### src/rtl/fifo_serializer_pkg.sv
// fifo_serializer_pkg: shared word width and FSM state encodings for the FIFO serializer.
package fifo_serializer_pkg;
    localparam int DATA_W = 16;
    typedef enum logic [1:0] {
        IDLE  = 2'd0,
        REQ   = 2'd1,
        CAP   = 2'd2,
        SHIFT = 2'd3
    } state_t;
endpackage

### src/rtl/bit_tick_gen.sv
// bit_tick_gen: bit-period divider; counts 0..BIT_DIV-1 and ticks on the last count of each period.
module bit_tick_gen #(
    parameter int BIT_DIV = 2
) (
    input  logic clk,
    input  logic reset,
    input  logic i_clr,
    output logic o_tick
);
    logic [7:0] r_cnt;
    logic       w_wrap;
    assign w_wrap = r_cnt == 8'(BIT_DIV - 1);
    assign o_tick = w_wrap;
    always_ff @(posedge clk or negedge reset) begin
        if (!reset) r_cnt <= '0;
        else        r_cnt <= (i_clr || w_wrap) ? '0 : r_cnt + 8'd1;
    end
endmodule

### src/rtl/fifo_serializer.sv
// fifo_serializer: pops words from an upstream synch_fifo and shifts them out MSB first,
// holding each bit for BIT_DIV cycles.
module fifo_serializer
    import fifo_serializer_pkg::*;
#(
    parameter int DATA_W  = fifo_serializer_pkg::DATA_W,
    parameter int BIT_DIV = 2,
    parameter int CNT_W   = 8
) (
    input  logic              clk,
    input  logic              reset,
    input  logic              en,
    input  logic              fifo_empty,
    input  logic [DATA_W-1:0] fifo_read_data,
    output logic              fifo_rd_en,
    output logic              ser_data,
    output logic              ser_valid,
    output logic              ser_first,
    output logic              busy,
    output logic [CNT_W-1:0]  word_cnt
);
    localparam int BW = $clog2(DATA_W + 1);
    state_t            r_state, w_next;
    logic [DATA_W-1:0] r_shift;
    logic [BW-1:0]     r_bit;
    logic              r_arm;
    logic              w_tick, w_last, w_go;
    assign w_go   = en && !fifo_empty;
    assign w_last = (r_state == SHIFT) && w_tick && (r_bit == BW'(DATA_W - 1));
    bit_tick_gen #(.BIT_DIV(BIT_DIV)) u_tick (
        .clk    (clk),
        .reset  (reset),
        .i_clr  (r_state == CAP),
        .o_tick (w_tick)
    );
    // r_arm holds off the first pop until one full edge has passed after reset release
    always_ff @(posedge clk or negedge reset) begin
        if (!reset) begin
            r_state <= IDLE;
            r_arm   <= 1'b0;
        end else begin
            r_state <= w_next;
            r_arm   <= 1'b1;
        end
    end
    always_comb begin
        w_next = r_state;
        unique case (r_state)
            IDLE:    w_next = (r_arm && w_go) ? REQ : IDLE;
            REQ:     w_next = CAP;
            CAP:     w_next = SHIFT;
            SHIFT:   w_next = w_last ? (w_go ? REQ : IDLE) : SHIFT;
            default: w_next = IDLE;
        endcase
    end
    always_ff @(posedge clk or negedge reset) begin
        if (!reset) begin
            r_shift  <= '0;
            r_bit    <= '0;
            word_cnt <= '0;
        end else begin
            if (r_state == CAP) begin
                r_shift <= fifo_read_data;
                r_bit   <= '0;
            end else if (r_state == SHIFT && w_tick) begin
                r_shift <= {r_shift[DATA_W-2:0], 1'b0};
                r_bit   <= r_bit + BW'(1);
            end
            if (w_last) word_cnt <= word_cnt + CNT_W'(1);
        end
    end
    assign fifo_rd_en = r_state == REQ;
    assign busy       = r_state != IDLE;
    assign ser_valid  = r_state == SHIFT;
    assign ser_data   = ser_valid && r_shift[DATA_W-1];
    assign ser_first  = ser_valid && (r_bit == '0);
endmodule

### config.mk
export PLATFORM = sky130hd
export DESIGN_NAME = fifo_serializer
export DESIGN_NICKNAME = d
export VERILOG_FILES = /design/src/rtl/fifo_serializer_pkg.sv /design/src/rtl/bit_tick_gen.sv /design/src/rtl/fifo_serializer.sv
export SDC_FILE = /design/constraint.sdc
export NUM_CORES = 1
export LEC_CHECK = 0
export ABC_AREA = 1
export CAP_MARGIN = 40
export CORE_MARGIN = 3
export CORE_UTILIZATION = 53
export CTS_CLUSTER_SIZE = 16
export DETAILED_ROUTE_END_ITERATION = 8
export PLACE_DENSITY = 0.79
export REMOVE_ABC_BUFFERS = 1
export SLEW_MARGIN = 40
export SYNTH_ARGS = -nofsm -noshare
export SYNTH_HDL_FRONTEND = slang
export SYNTH_HIERARCHICAL = 1
export SYNTH_SLANG_ARGS = --single-unit
### constraint.sdc
create_clock -name clk -period 1.9 [get_ports clk]
set_clock_uncertainty 0.05 [all_clocks]
set_input_delay 0.38 -clock clk [delete_from_list [all_inputs] [get_ports clk]]
set_output_delay 0.38 -clock clk [all_outputs]
set_load 0.1 [all_outputs]
==> results of run 1 <==
-- timing repair --
item / CTS / global route
pin swaps: 1 / 2
gates resized for setup: 7 / 5
setup buffers: 3 / 2
hold buffers: 0 / 0
endpoints found under the setup margin: 1 / 16
endpoints found under the hold margin: 0 / 0
cloned: 0 / 0
-- metrics by stage --
step | utilization | instance area [µm²]
after floorplan | - | 1970
after global placement | 0.720 | 2520
after detailed placement | 0.720 | 2520
after CTS | 0.767 | 2680
after global routing | 0.779 | 2720
final | 0.779 | 2720
-- cells in the mapped netlist (4+ instances only) --
library cell	n
nand2_1	73
dfrtp_1	40
inv_1	33
nor2_1	21
o211ai_1	16
nand3_1	10
ha_1	6
buf_6	4
o21ai_0	4
-- cells in the final DEF (no fill, tap or decap), drive strengths merged, types with 2 or more instances in the layout --
cell type	netlist	layout
nand3	11	11
xor2	3	3
nor2	25	25
inv	34	34
o22ai	2	2
buf	5	25
o21ai	4	4
clkdlybuf4s50	0	18
clkbuf	0	5
dfrtp	40	40
xnor2	5	5
ha	6	6
nor3	3	3
o211ai	16	16
nand2	78	78
-- power breakdown --
| part | switching (W) | leakage (nW) | internal, W |
|---|---|---|---|
| clock | 0.000310 | 0.0541 | 0.000389 |
| combinational | 0.00108 | 0.688 | 0.000682 |
| sequential | 0.000141 | 0.515 | 0.00109 |
| total | 0.00153 | 1.26 | 0.00216 |
-- registers in the layout (all words and copies together) (netlist names) --
signal	count
r_bit	5
r_state	2
u_tick/r_cnt	8
r_shift	16
word_cnt	8
r_arm	1
-- logic make-up after synthesis --
logic type	share of synthesized area
other cells	0.00186
xor+xnor	0.0421
flops	0.495
buf+inv	0.0892
simple gates	0.255
fa+ha+maj	0.0372
compound gates	0.0793
-- worst register-to-register path: stages (launching register included) --
cell	delay, ps
dfrtp_1	400
inv_1	90
ha_1	150
nand2_1	50
nor2_1	90
nand2_1	80
inv_1	110
nand3_4	110
nor2_4	170
buf_12	140
nand2_1	60
xor2_1	150
-- area by class of cell --
| cell class | instances | area, µm² |
|---|---|---|
| flip-flops and latches | 40 | 1000 |
| multi-input cells | 156 | 886 |
| fillers | 231 | 771 |
| repair buffers | 43 | 541 |
| inverters | 34 | 128 |
| clock buffers | 5 | 68.8 |
| well taps | 46 | 57.6 |
| clock inverters | 3 | 42.5 |
-- worst max path at each step --
stage	cells past startpoint	slack (ps)	to
2_1_floorplan	4	-1220	ser_first
3_3_place_gp	10	160	word_cnt[3]
3_5_place_dp	10	80	word_cnt[3]
4_1_cts	5	1	ser_first
5_1_grt	11	-8	word_cnt[4]
6_report	3	70	ser_first
-- metal layers --
layer / GRT usage / routed length (µm) / vias up
met5: 0 / 0 / -
met4: 0.0911 / 53 / 0
met3: 0.0466 / 141 / 6
met2: 0.375 / 2280 / 36
met1: 0.276 / 1860 / 776
li1: - / - / 821
==> flow_summary.json, run 1 <==
{
  "outcome": "completed",
  "drtAntennaViolNets": 0,
  "async_reset_ff_frac": 1.00,
  "arrival_ps": 1400,
  "end_kind": "output pin",
  "path_clk_slew_ps": 90,
  "tightestPinTransition_ps": 504,
  "drt_iter0_markers": 127,
  "final_cells": 327,
  "start_util": 0.578,
  "synth_top_area_frac": 0.495,
  "yosys_warnings": 6,
  "clockBufferDepth": 2,
  "netlist_top_cells_area": "dfrtp_1, nand2_1, inv_1, o211ai_1, nor2_1",
  "ys.flop_type": "dfrtp_1",
  "setup_viol": 0,
  "antenna_found_initial": 0,
  "gr-total-overflow": 0,
  "cts_tree": "yes",
  "hold_path_class": "input pin to async pin",
  "crit_start": "r_state[0]",
  "top_level_ports": 33,
  "timing.rr.end": "word_cnt[3]",
  "cpPeakStageDelay_ps": 510,
  "synth-seq-cells": 40,
  "crit_fanout": 5,
  "timing.rr.start": "u_tick/r_cnt[1]",
  "seq_area_frac_synth": 0.495,
  "slowest_stage": "dfrtp_1",
  "drive_above_1_share": 0.192,
  "hpwl_um": 3000,
  "max_freq_mhz": 547,
  "post-place-cells": 314,
  "crit_required_ps": 1470,
  "min_period_ps": 1830,
  "grt_pass1_vias": 1689,
  "area_delta_synth_final_pct": 34.8,
  "grt_pass1_wl_um": 7540,
  "grt_max_degree": 41,
  "ff2ff_setup_slack_ps": 130,
  "crit_family": "flip-flops",
  "maxSlewViolCount": 0,
  "place_ws_ps": 76.4,
  "rr_worst_depth": 11,
  "hold_viol": 0,
  "gp_congestion": 0.772,
  "grt_usage": 0.223,
  "syn_area_um2": 2020,
  "drcViolationCount": 0,
  "setup_tns_ps": 0,
  "synth_cell_types": 24,
  "worstSetupStartpointType": "register",
  "ir_drop_v": 0.00144,
  "synth_edf_count": 0,
  "max-cap-violations": 0,
  "clkSinkCount": 40,
  "total_power_w": 0.00368,
  "die_x_um": 67.7,
  "diodes": 0,
  "row_count": 21,
  "period_share": 0.963,
  "max-slew-margin-rel": 0.664,
  "syn-instance-count": 235,
  "worst-setup-path-type": "register to output pin",
  "cts_max_level": 2,
  "syn_avg_cell_area_um2": 8.60,
  "cellPowerDensity_nw_per_um2": 1350,
  "clk_latency_ps": 300,
  "yosysTopAreaCell": "dfrtp_1",
  "wirelength_um": 4340,
  "cts_buffers": 5,
  "worst_slack_ps": 70.9,
  "dr.pass1.iters": 4,
  "core-area_um2": 3490,
  "viasPerCell": 5.01,
  "fin_nets": 306,
  "vias": 1639,
  "crit_buf_inv": 1,
  "routedWlPerCell_um": 13.3,
  "die-area_um2": 4590,
  "hold_ws_ps": 76.6,
  "io_buffers": 32,
  "p_leak_nw": 1.26,
  "root_buffer": "clkbuf_8",
  "die_h_um": 67.7,
  "cp_cell_sequence": "nand2_2, nor3_4, buf_12"
}
No activity file was read; power rests on OpenSTA's default activity.
==> run 2, diff against run 1 <==
- RECOVER_POWER: default -> 25
==> run 2 against run 1 <==
Compared with the run above:
- core utilization down 0.072 points
- register-to-register slack about the same
- fmax unchanged
- critical endpoint unchanged
- largest cell class unchanged
- largest power group unchanged
==> flow_summary.json, run 2 (synthesis results as in run 1) <==
{
  "outcome": "completed",
  "period_share": 0.963,
  "p_int_w": 0.00216,
  "die_x_um": 67.7,
  "wirelength_um": 4330,
  "clkSinkCount": 40,
  "total_power_w": 0.00368,
  "p_leak_nw": 1.26,
  "hold_viol": 0,
  "worstSetupStartpointType": "register",
  "dr.pass1.iters": 4,
  "power_frac_comb": 0.477,
  "gp_congestion": 0.772,
  "hpwl_um": 3000,
  "diodes": 0,
  "crit_fanout": 5,
  "largest_register_ffs": 16,
  "crit_required_ps": 1470,
  "tightestPinTransition_ps": 985,
  "worst-setup-path-type": "register to output pin",
  "power.share.sequential": 0.333,
  "routedWlPerCell_um": 13.3,
  "drt_iter0_markers": 127,
  "area_delta_synth_final_pct": 34.7,
  "p_sw_w": 0.00153,
  "multi_input_area_um2": 886,
  "top_level_ports": 33,
  "min_period_ps": 1830,
  "drcViolationCount": 0,
  "start_util": 0.578,
  "io_buffers": 32,
  "die_h_um": 67.7,
  "max-slew-margin-rel": 0.344,
  "maxSlewViolCount": 0,
  "grt_max_degree": 41,
  "cts_buffers": 5,
  "viasPerCell": 5.01,
  "regArea_um2": 1000,
  "drive_above_1_share": 0.192,
  "core-area_um2": 3490,
  "path_clk_slew_ps": 90,
  "fillers": 232,
  "max-cap-violations": 0,
  "clk_latency_ps": 300,
  "largestRegisters": "r_shift: 16 flops, u_tick/r_cnt: 8 flops, word_cnt: 8 flops",
  "ir_drop_v": 0.00144,
  "layout.cells.most_common": "nand2_1",
  "registers.top_by_ff_count": "r_shift",
  "cts_tree": "yes",
  "root_buffer": "clkbuf_8",
  "grt_usage": 0.223,
  "gr-total-overflow": 0,
  "cellPowerDensity_nw_per_um2": 1350,
  "die-area_um2": 4590,
  "final_cell_mix": "nand2_1, dfrtp_1, inv_1",
  "hold_path_class": "input pin to async pin",
  "grt_pass1_vias": 1689,
  "arrival_ps": 1400,
  "grt_pass1_wl_um": 7540,
  "fin_nets": 306,
  "setup_viol": 0,
  "row_count": 21,
  "max_freq_mhz": 547,
  "cts_max_level": 2,
  "swShare": 0.415,
  "hold_ws_ps": 262,
  "antenna_found_initial": 0,
  "drtAntennaViolNets": 0,
  "vias": 1637,
  "clockBufferDepth": 2,
  "pwr-share-clk": 0.190,
  "end_kind": "output pin"
}
==> run 2: cell count changes in the layout (fill, tap and decap cells not counted), sizes merged <==
cell    delta
buf        -1
clkbuf     +1
==> run 2: area by class of cell <==
cell class                      instances  area share
Clock buffer                            5      0.0253
Clock inverter                          3      0.0156
Inverter                               34      0.0469
Multi-Input combinational cell        156       0.326
Sequential cell                        40       0.368
Tap cell                               46      0.0211
Timing Repair Buffer                   43       0.198
==> run 2: per-layer routing <==
layer	track usage	vias to the layer above	routed length, µm
met5	0	-	0
met2	0.375	36	2270
li1	-	821	-
met3	0.0466	6	141
met1	0.276	774	1870
met4	0.0911	0	53
==> run 2: metrics by stage <==
stage / instance area (µm²) / utilization / std cells / setup WS [ps] / setup TNS, ps
global placement: 2520 / 0.720 / 314 / 163 / 0
CTS: 2680 / 0.767 / 325 / 1.09 / 0
detailed placement: 2520 / 0.720 / 314 / 76.4 / 0
floorplan: 1970 / - / 230 / -1220 / -1610
global route: 2720 / 0.779 / 327 / -8.04 / -13.9
finish: 2720 / 0.779 / 327 / 70.9 / 0
==> run 2: what timing repair did <==
item                       CTS  global route
pin swaps                    1             2
gates resized for setup      7             5
buffers inserted             3             2
setup endpoints to repair    1            16
hold buffers                 0             0
==> run 2: worst paths after layout <==
kind / endpoint / startpoint / cells past startpoint / slack [ps]
max: ser_first / r_state[0] / 3 / 70
min reg2reg: r_shift[0] / r_shift[0] / 2 / 440
min: r_shift[7] / reset / 2 / 260
max in group asynchronous: r_arm / reset / 2 / 930
max reg2reg: word_cnt[3] / u_tick/r_cnt[1] / 11 / 130
min in group clk: r_shift[0] / r_shift[0] / 2 / 440
==> run 2: power by group through the flow <==
stage               Clock, W  Combinational [W]  Sequential [W]
finish              0.000699            0.00176         0.00123
CTS                 0.000712            0.00168         0.00122
floorplan                  0            0.00101         0.00120
global placement           0            0.00151         0.00122
global route        0.000747            0.00192         0.00125
detailed placement         0            0.00156         0.00123
==> run 2: worst max-delay path, cell delays in order (launching register included) <==
cell	delay [ps]
dfrtp_1	510
nand2_2	160
nor3_4	240
buf_12	200
==> run 3, diff against run 2 <==
- REMOVE_ABC_BUFFERS: 1 -> default
- TNS_END_PERCENT: default -> 30
==> run 3 against run 2 <==
Compared with the run above:
- global-route usage shrank 1.7 points
- fmax shrank 2.7%
- final cell count shrank 0.61%
- critical path type unchanged
==> flow_summary.json, run 3 (synthesis results as in run 1) <==
{
  "largestRegisters": "r_shift: 16 flops, u_tick/r_cnt: 8 flops, word_cnt: 8 flops",
  "grt_max_degree": 41,
  "drt_iter0_markers": 110,
  "routedWlPerCell_um": 12.5,
  "clockBufferDepth": 2,
  "slowest_stage": "dfrtp_1",
  "dr.pass1.iters": 4,
  "hold_path_class": "input pin to async pin",
  "vias": 1598,
  "final_cell_mix": "nand2_1, dfrtp_1, inv_1",
  "postPlaceCellArea_um2": 2520,
  "regArea_um2": 1000,
  "viasPerCell": 4.92,
  "end_kind": "output pin",
  "diodes": 0,
  "outcome": "completed",
  "crit_fanout": 4,
  "crit_required_ps": 1470,
  "cellPowerDensity_nw_per_um2": 1300,
  "gp_congestion": 0.800,
  "clk_latency_ps": 290,
  "grt_pass1_wl_um": 6930,
  "die_x_um": 67.7,
  "rsz0062_at_grt": "yes",
  "fillers": 249,
  "core-area_um2": 3490,
  "max-cap-violations": 0,
  "total_power_w": 0.00346,
  "cp_cell_sequence": "inv_1, ha_1, nand3_1, nor3_2, buf_12",
  "antenna_found_initial": 0,
  "maxSlewViolCount": 0,
  "io_buffers": 32,
  "syn_nets": 261,
  "hold_ws_ps": 266,
  "period_share": 0.989,
  "cpPeakStageDelay_ps": 380,
  "hold_viol": 0,
  "clkSinkCount": 40,
  "grt_usage": 0.206,
  "min_period_ps": 1880,
  "die_h_um": 67.7,
  "fin_nets": 305,
  "max-slew-margin-rel": 0.354,
  "die-area_um2": 4590,
  "worst_slack_ps": 20.0,
  "setup_viol": 0,
  "largest_register_ffs": 16,
  "tightestPinTransition_ps": 968,
  "grt_pass1_vias": 1614,
  "postCtsHoldBufs": 0,
  "drcViolationCount": 0,
  "worst-setup-path-type": "register to output pin",
  "postLayoutCellArea_um2": 2650,
  "arrival_ps": 1450,
  "ir_drop_v": 0.00131,
  "path_clk_slew_ps": 70,
  "drtAntennaViolNets": 0,
  "multi_input_area_um2": 850,
  "max_freq_mhz": 532,
  "hpwl_um": 2880,
  "root_buffer": "clkbuf_8",
  "registers.top_by_ff_count": "r_shift",
  "drive_above_1_share": 0.165,
  "row_count": 21,
  "place_ws_ps": 107,
  "wirelength_um": 4060,
  "top_level_ports": 33,
  "setup_tns_ps": 0,
  "start_util": 0.578,
  "cts_max_level": 2,
  "layout.cells.most_common": "nand2_1",
  "cts_buffers": 5,
  "cts_tree": "yes",
  "gr-total-overflow": 0,
  "p_leak_nw": 1.24,
  "area_delta_synth_final_pct": 31.3,
  "worstSetupStartpointType": "register"
}
## run 3: final cells by class
class	count	area share
multi-input combinational	156	0.320
tap	46	0.0217
inverter	34	0.0495
timing repair buffer	42	0.195
sequential	40	0.377
clock buffer	7	0.0363
## run 3: repair_timing
item	4_1_cts	5_1_grt
resized for setup	0	2
setup buffers	0	4
setup endpoints to repair	0	24
## run 3: worst max-delay path, delay by kind of cell, from the launching register on
family                   cells  cell delay [ps]
buffers and inverters        2              320
adder cells (fa/ha/maj)      1              150
AND/OR/NAND/NOR              2              290
flip-flops                   1              380
## run 3: worst paths after layout
kind / startpoint / to / slack (ps) / cells after the start
max: r_bit[0] / ser_first / 20 / 5
min: reset / r_shift[1] / 270 / 2
max reg2reg: u_tick/r_cnt[1] / word_cnt[3] / 130 / 11
min reg2reg: r_shift[0] / r_shift[0] / 440 / 2
max in group asynchronous: reset / u_tick/r_cnt[3] / 940 / 2
min in group clk: r_shift[0] / r_shift[0] / 440 / 2
## run 3: routing by layer
metal  vias up  GRT usage  wire (µm)
li1        820          -          -
met1       750      0.256       1820
met2        23      0.323       1980
met3         5     0.0749        196
met4         0     0.0835         57
met5         -          0          0
## run 3: where the power goes
| group | leakage [nW] | internal [W] | switching, W |
|---|---|---|---|
| registers | 0.515 | 0.00109 | 0.000129 |
| clock network | 0.0503 | 0.000323 | 0.000285 |
| logic | 0.678 | 0.000628 | 0.00100 |
## run 3: per-stage QoR
step / util / instances
6_report: 0.759 / 325
5_1_grt: 0.759 / 325
4_1_cts: 0.749 / 321
3_5_place_dp: 0.721 / 314
3_3_place_gp: 0.721 / 314
2_1_floorplan: - / 235
==> RTL edit 1: new RTL, config.mk and constraints of run 1 <==
Set the package constant `DATA_W` to 32 (it was 16).
--- a/src/rtl/fifo_serializer_pkg.sv
+++ b/src/rtl/fifo_serializer_pkg.sv
@@ -1,5 +1,5 @@
 // fifo_serializer_pkg: shared word width and FSM state encodings for the FIFO serializer.
 package fifo_serializer_pkg;
-    localparam int DATA_W = 16;
+    localparam int DATA_W = 32;
     typedef enum logic [1:0] {
         IDLE  = 2'd0,
Interface: changed (resized fifo_read_data); port bits go from 33 to 49. The function was not compared with the original's and may differ.
==> RTL edit 1 against run 1 <==
The flow now finishes with violations (negative setup slack). Setup slack got worse by 0.10 ns. Area after synthesis is 37% higher. Critical endpoint unchanged. Wire length rose by 32%. Sequential cell count up 17. Total power shrank 34%. Cell area rose by 36%. Cell count is 47% higher. Die area grew 34%. Register-to-register slack about the same. Via count rose by 43%. Combinational power shrank 93%. Hold slack gained 0.36 ns.
==> RTL edit 1: results <==
[worst_setup_path]
worst-r2r-cell-count = 12
signal_arrival_time_at_the_worst_endpoint_ns = 1.50
r2r_end = "word_cnt[4]$_DFFE_PN0P_"

[cts]
clk_transition_reported_paths_ns = 0.06
worst_skew_pair.late_latency_ns = 0.33
tritoncts.num_buffers = 9

[logic_synthesis]
post_synth_num_cell_types = 26
ys_top_cells_by_count = "152 x sky130_fd_sc_hd__nand2_1, 57 x sky130_fd_sc_hd__dfrtp_1, 45 x sky130_fd_sc_hd__nand3_1, 27 x sky130_fd_sc_hd__inv_1, 22 x sky130_fd_sc_hd__nor2_1"
yosys.area_share.adder_pct = 2.26
yosys_register_bits = 57
synth-seq-area-share_pct = 51.5
synth-compound-area-share_pct = 2.71
yosys-top-cells-area = "sky130_fd_sc_hd__dfrtp_1 52%, sky130_fd_sc_hd__nand2_1 21%, sky130_fd_sc_hd__nand3_1 8.1%"

[layout]
num-nonclk-buffers = 58
layout.nonclk_buf_share_pct = 18.9
layout-drive-gt1-share_pct = 12.6
multi_input_comb_area_um2 = 1190
seq_area_share_pct = 38.6
clkbuf_count = 14
stdcell_area_um2 = 3690
clock_cell_area_share_pct = 5.22
fillCellCount = 366
inverters_excl_clock = 27
multiInputCombCellCount = 256

[route]
routed_wirelength_um = 5740
drt_iter0_drc = 112

[timing]
setup_ws_ns = -0.0298
setup_viol_count_final = 1
tns_ns = -0.0298

[global_routing]
grt_util_all_layers_pct = 20.8
maximum_number_of_pins_on_one_net_before_global_route_repair = 58
grt_pass1_wl_um = 9990

[run_status]
failed_checks = "negative setup slack"
status = "finished, violations left"

[placed_design]
port_buffers = 48
final_replace_weighted_congestion = 0.782
## RTL edit 1: cell count changes after synthesis, moves of 2 or more
cell | before | now
sky130_fd_sc_hd__buf_2 | 0 | 8
sky130_fd_sc_hd__buf_6 | 4 | 2
sky130_fd_sc_hd__dfrtp_1 | 40 | 57
sky130_fd_sc_hd__inv_1 | 33 | 27
sky130_fd_sc_hd__nand2_1 | 73 | 152
sky130_fd_sc_hd__nand2_4 | 3 | 1
sky130_fd_sc_hd__nand3_1 | 10 | 45
sky130_fd_sc_hd__nor3_1 | 3 | 1
sky130_fd_sc_hd__o211ai_1 | 16 | 1
sky130_fd_sc_hd__o21ai_1 | 0 | 4
sky130_fd_sc_hd__o22ai_1 | 2 | 0
sky130_fd_sc_hd__xnor2_2 | 2 | 0
## RTL edit 1: worst max-delay path: cells and delay by family, from the launching register on
| kind | cells | cell delay (ns) |
|---|---|---|
| fa+ha+maj | 1 | 0.17 |
| buf+inv | 3 | 0.39 |
| flops | 1 | 0.38 |
| simple gates | 2 | 0.23 |
## RTL edit 1: timing repair
item | CTS | global route
pin swaps | 0 | 0
hold buffers | 1 | 0
hold endpoints to repair | 43 | 0
setup buffers | 2 | 0
resized for setup | 3 | 3
setup endpoints to repair | 1 | 2
## RTL edit 1: where the power goes
group,internal [mW],total [mW],switching [mW]
sequential,1.22,1.23,0.00623
combinational,0.0771,0.127,0.0497
clock,0.612,1.07,0.462
total,1.91,2.43,0.518
## RTL edit 1: metal layers
metal  vias up  GRT usage [%]  wire (um)
met5         -              0          0
met4         0           5.94         66
met3         6           7.57        313
met2        58           34.2       2770
met1      1068           25.7       2600
li1       1208              -          -
## RTL edit 1: metrics by stage
stage	hold slack [ns]	util, %	cells	total power [mW]	setup WS, ns
6_report	0.433	75.7	481	2.43	-0.0298
5_1_grt	0.457	75.7	481	2.53	-0.140
4_1_cts	0.436	75.5	481	2.46	-0.0518
3_5_place_dp	0.358	70.9	462	1.38	0.115
3_3_place_gp	0.352	70.9	462	1.38	0.221
2_1_floorplan	0.0344	-	340	1.27	-2.03
## RTL edit 1: worst max path at each step
stage,start,end,cells past startpoint
global route,r_bit[0]$_DFFE_PN0P_,ser_first,6
finish,r_bit[0]$_DFFE_PN0P_,ser_first,6
floorplan,r_bit[0]$_DFFE_PN0P_,ser_first,4
global placement,u_tick/r_cnt[1]$_DFF_PN0_,r_shift[31]$_DFFE_PN0P_,12
detailed placement,u_tick/r_cnt[1]$_DFF_PN0_,r_shift[4]$_DFFE_PN0P_,12
CTS,r_bit[0]$_DFFE_PN0P_,ser_first,6
==> RTL edit 2: new RTL, flow settings as in run 1 <==
Made on the original files. Reset style: synchronous (`reset`), changed in 3 clocked blocks.
--- a/src/rtl/bit_tick_gen.sv
+++ b/src/rtl/bit_tick_gen.sv
@@ -12,5 +12,5 @@
     assign w_wrap = r_cnt == 8'(BIT_DIV - 1);
     assign o_tick = w_wrap;
-    always_ff @(posedge clk or negedge reset) begin
+    always_ff @(posedge clk) begin
         if (!reset) r_cnt <= '0;
         else        r_cnt <= (i_clr || w_wrap) ? '0 : r_cnt + 8'd1;
--- a/src/rtl/fifo_serializer.sv
+++ b/src/rtl/fifo_serializer.sv
@@ -35,5 +35,5 @@
     );
     // r_arm holds off the first pop until one full edge has passed after reset release
-    always_ff @(posedge clk or negedge reset) begin
+    always_ff @(posedge clk) begin
         if (!reset) begin
             r_state <= IDLE;
@@ -54,5 +54,5 @@
         endcase
     end
-    always_ff @(posedge clk or negedge reset) begin
+    always_ff @(posedge clk) begin
         if (!reset) begin
             r_shift  <= '0;
Function: differs if reset is asserted again (counterexample within 4 cycles, from zero or initial values and one cycle with reset low); with reset held inactive, the same outputs for 10 cycles.
==> RTL edit 2 against run 1 <==
Fmax grew 0.17%. Non-clock buffer count grew 2. Area after synthesis shrank 6.7%. Sequential share of layout area shrank 5.1 points. Cell area shrank 6.7%. Setup slack gained 0.0031 ns. Sequential cell count is the same. Die area shrank 6.1%. Wire length shrank 5.8%. Critical path type unchanged. Critical endpoint unchanged.
Power is not compared: it rests on default switching activity, and its combinational part moved more than twofold at a synthesized area within 25%.
==> RTL edit 2: results <==
[placed_design]
post-place-cells = 343
worst_slack_at_placement_ns = -0.0929
final_replace_weighted_congestion = 0.837

[layout]
area_dominant_class = "multi-input gates"
fillCellCount = 259
multi_input_comb_area_um2 = 965
inverters_excl_clock = 32
stdcell_area_um2 = 2540
layout-drive-gt1-share_pct = 19.9

[logic_synthesis]
syn_area_per_cell_um2 = 7.20
synth-seq-area-share_pct = 42.5
yosys-top-cells-area = "sky130_fd_sc_hd__dfxtp_1 42%, sky130_fd_sc_hd__nand2_1 13%, sky130_fd_sc_hd__nor2_1 8.2%"
post_synth_num_cell_types = 26

[timing]
tightest_pin_transition_ns = 0.295
setup_ws_ns = 0.0740

[cts]
clock-root-buffer = "sky130_fd_sc_hd__clkbuf_4"
cts.repair.resized = 5
clk_transition_reported_paths_ns = 0.12

[global_routing]
first_global_vias = 1556

[run_status]
status = "complete, no violations"

[route]
routed_wirelength_um = 4090
detailedRoute.firstPassIterationCount = 5
via_per_inst = 5.01
drt_iter0_drc = 163

[worst_setup_path]
worst_r2r_start = "r_bit[0]$_SDFFE_PP0N_"

[hold_path]
worstHoldPathType = "reg2reg"
==> RTL edit 2: changes by cell type after synthesis, moves of 4 or more <==
cell / before / now
sky130_fd_sc_hd__nand2_1: 73 / 67
sky130_fd_sc_hd__o221ai_1: 0 / 4
sky130_fd_sc_hd__nor2_1: 21 / 41
sky130_fd_sc_hd__o21ai_0: 4 / 9
sky130_fd_sc_hd__dfxtp_1: 0 / 40
sky130_fd_sc_hd__a21oi_1: 0 / 10
sky130_fd_sc_hd__inv_2: 1 / 5
sky130_fd_sc_hd__a31oi_1: 0 / 11
sky130_fd_sc_hd__o211ai_1: 16 / 1
sky130_fd_sc_hd__inv_1: 33 / 27
sky130_fd_sc_hd__dfrtp_1: 40 / 0
==> RTL edit 2: per-layer routing <==
layer  vias to the layer above  track usage, %  wire length (um)
li1                        930               -                 -
met1                       794            24.5              1950
met2                        38            30.8              1890
met3                         8            5.30               165
met4                         0            9.33                79
met5                         -               0                 0
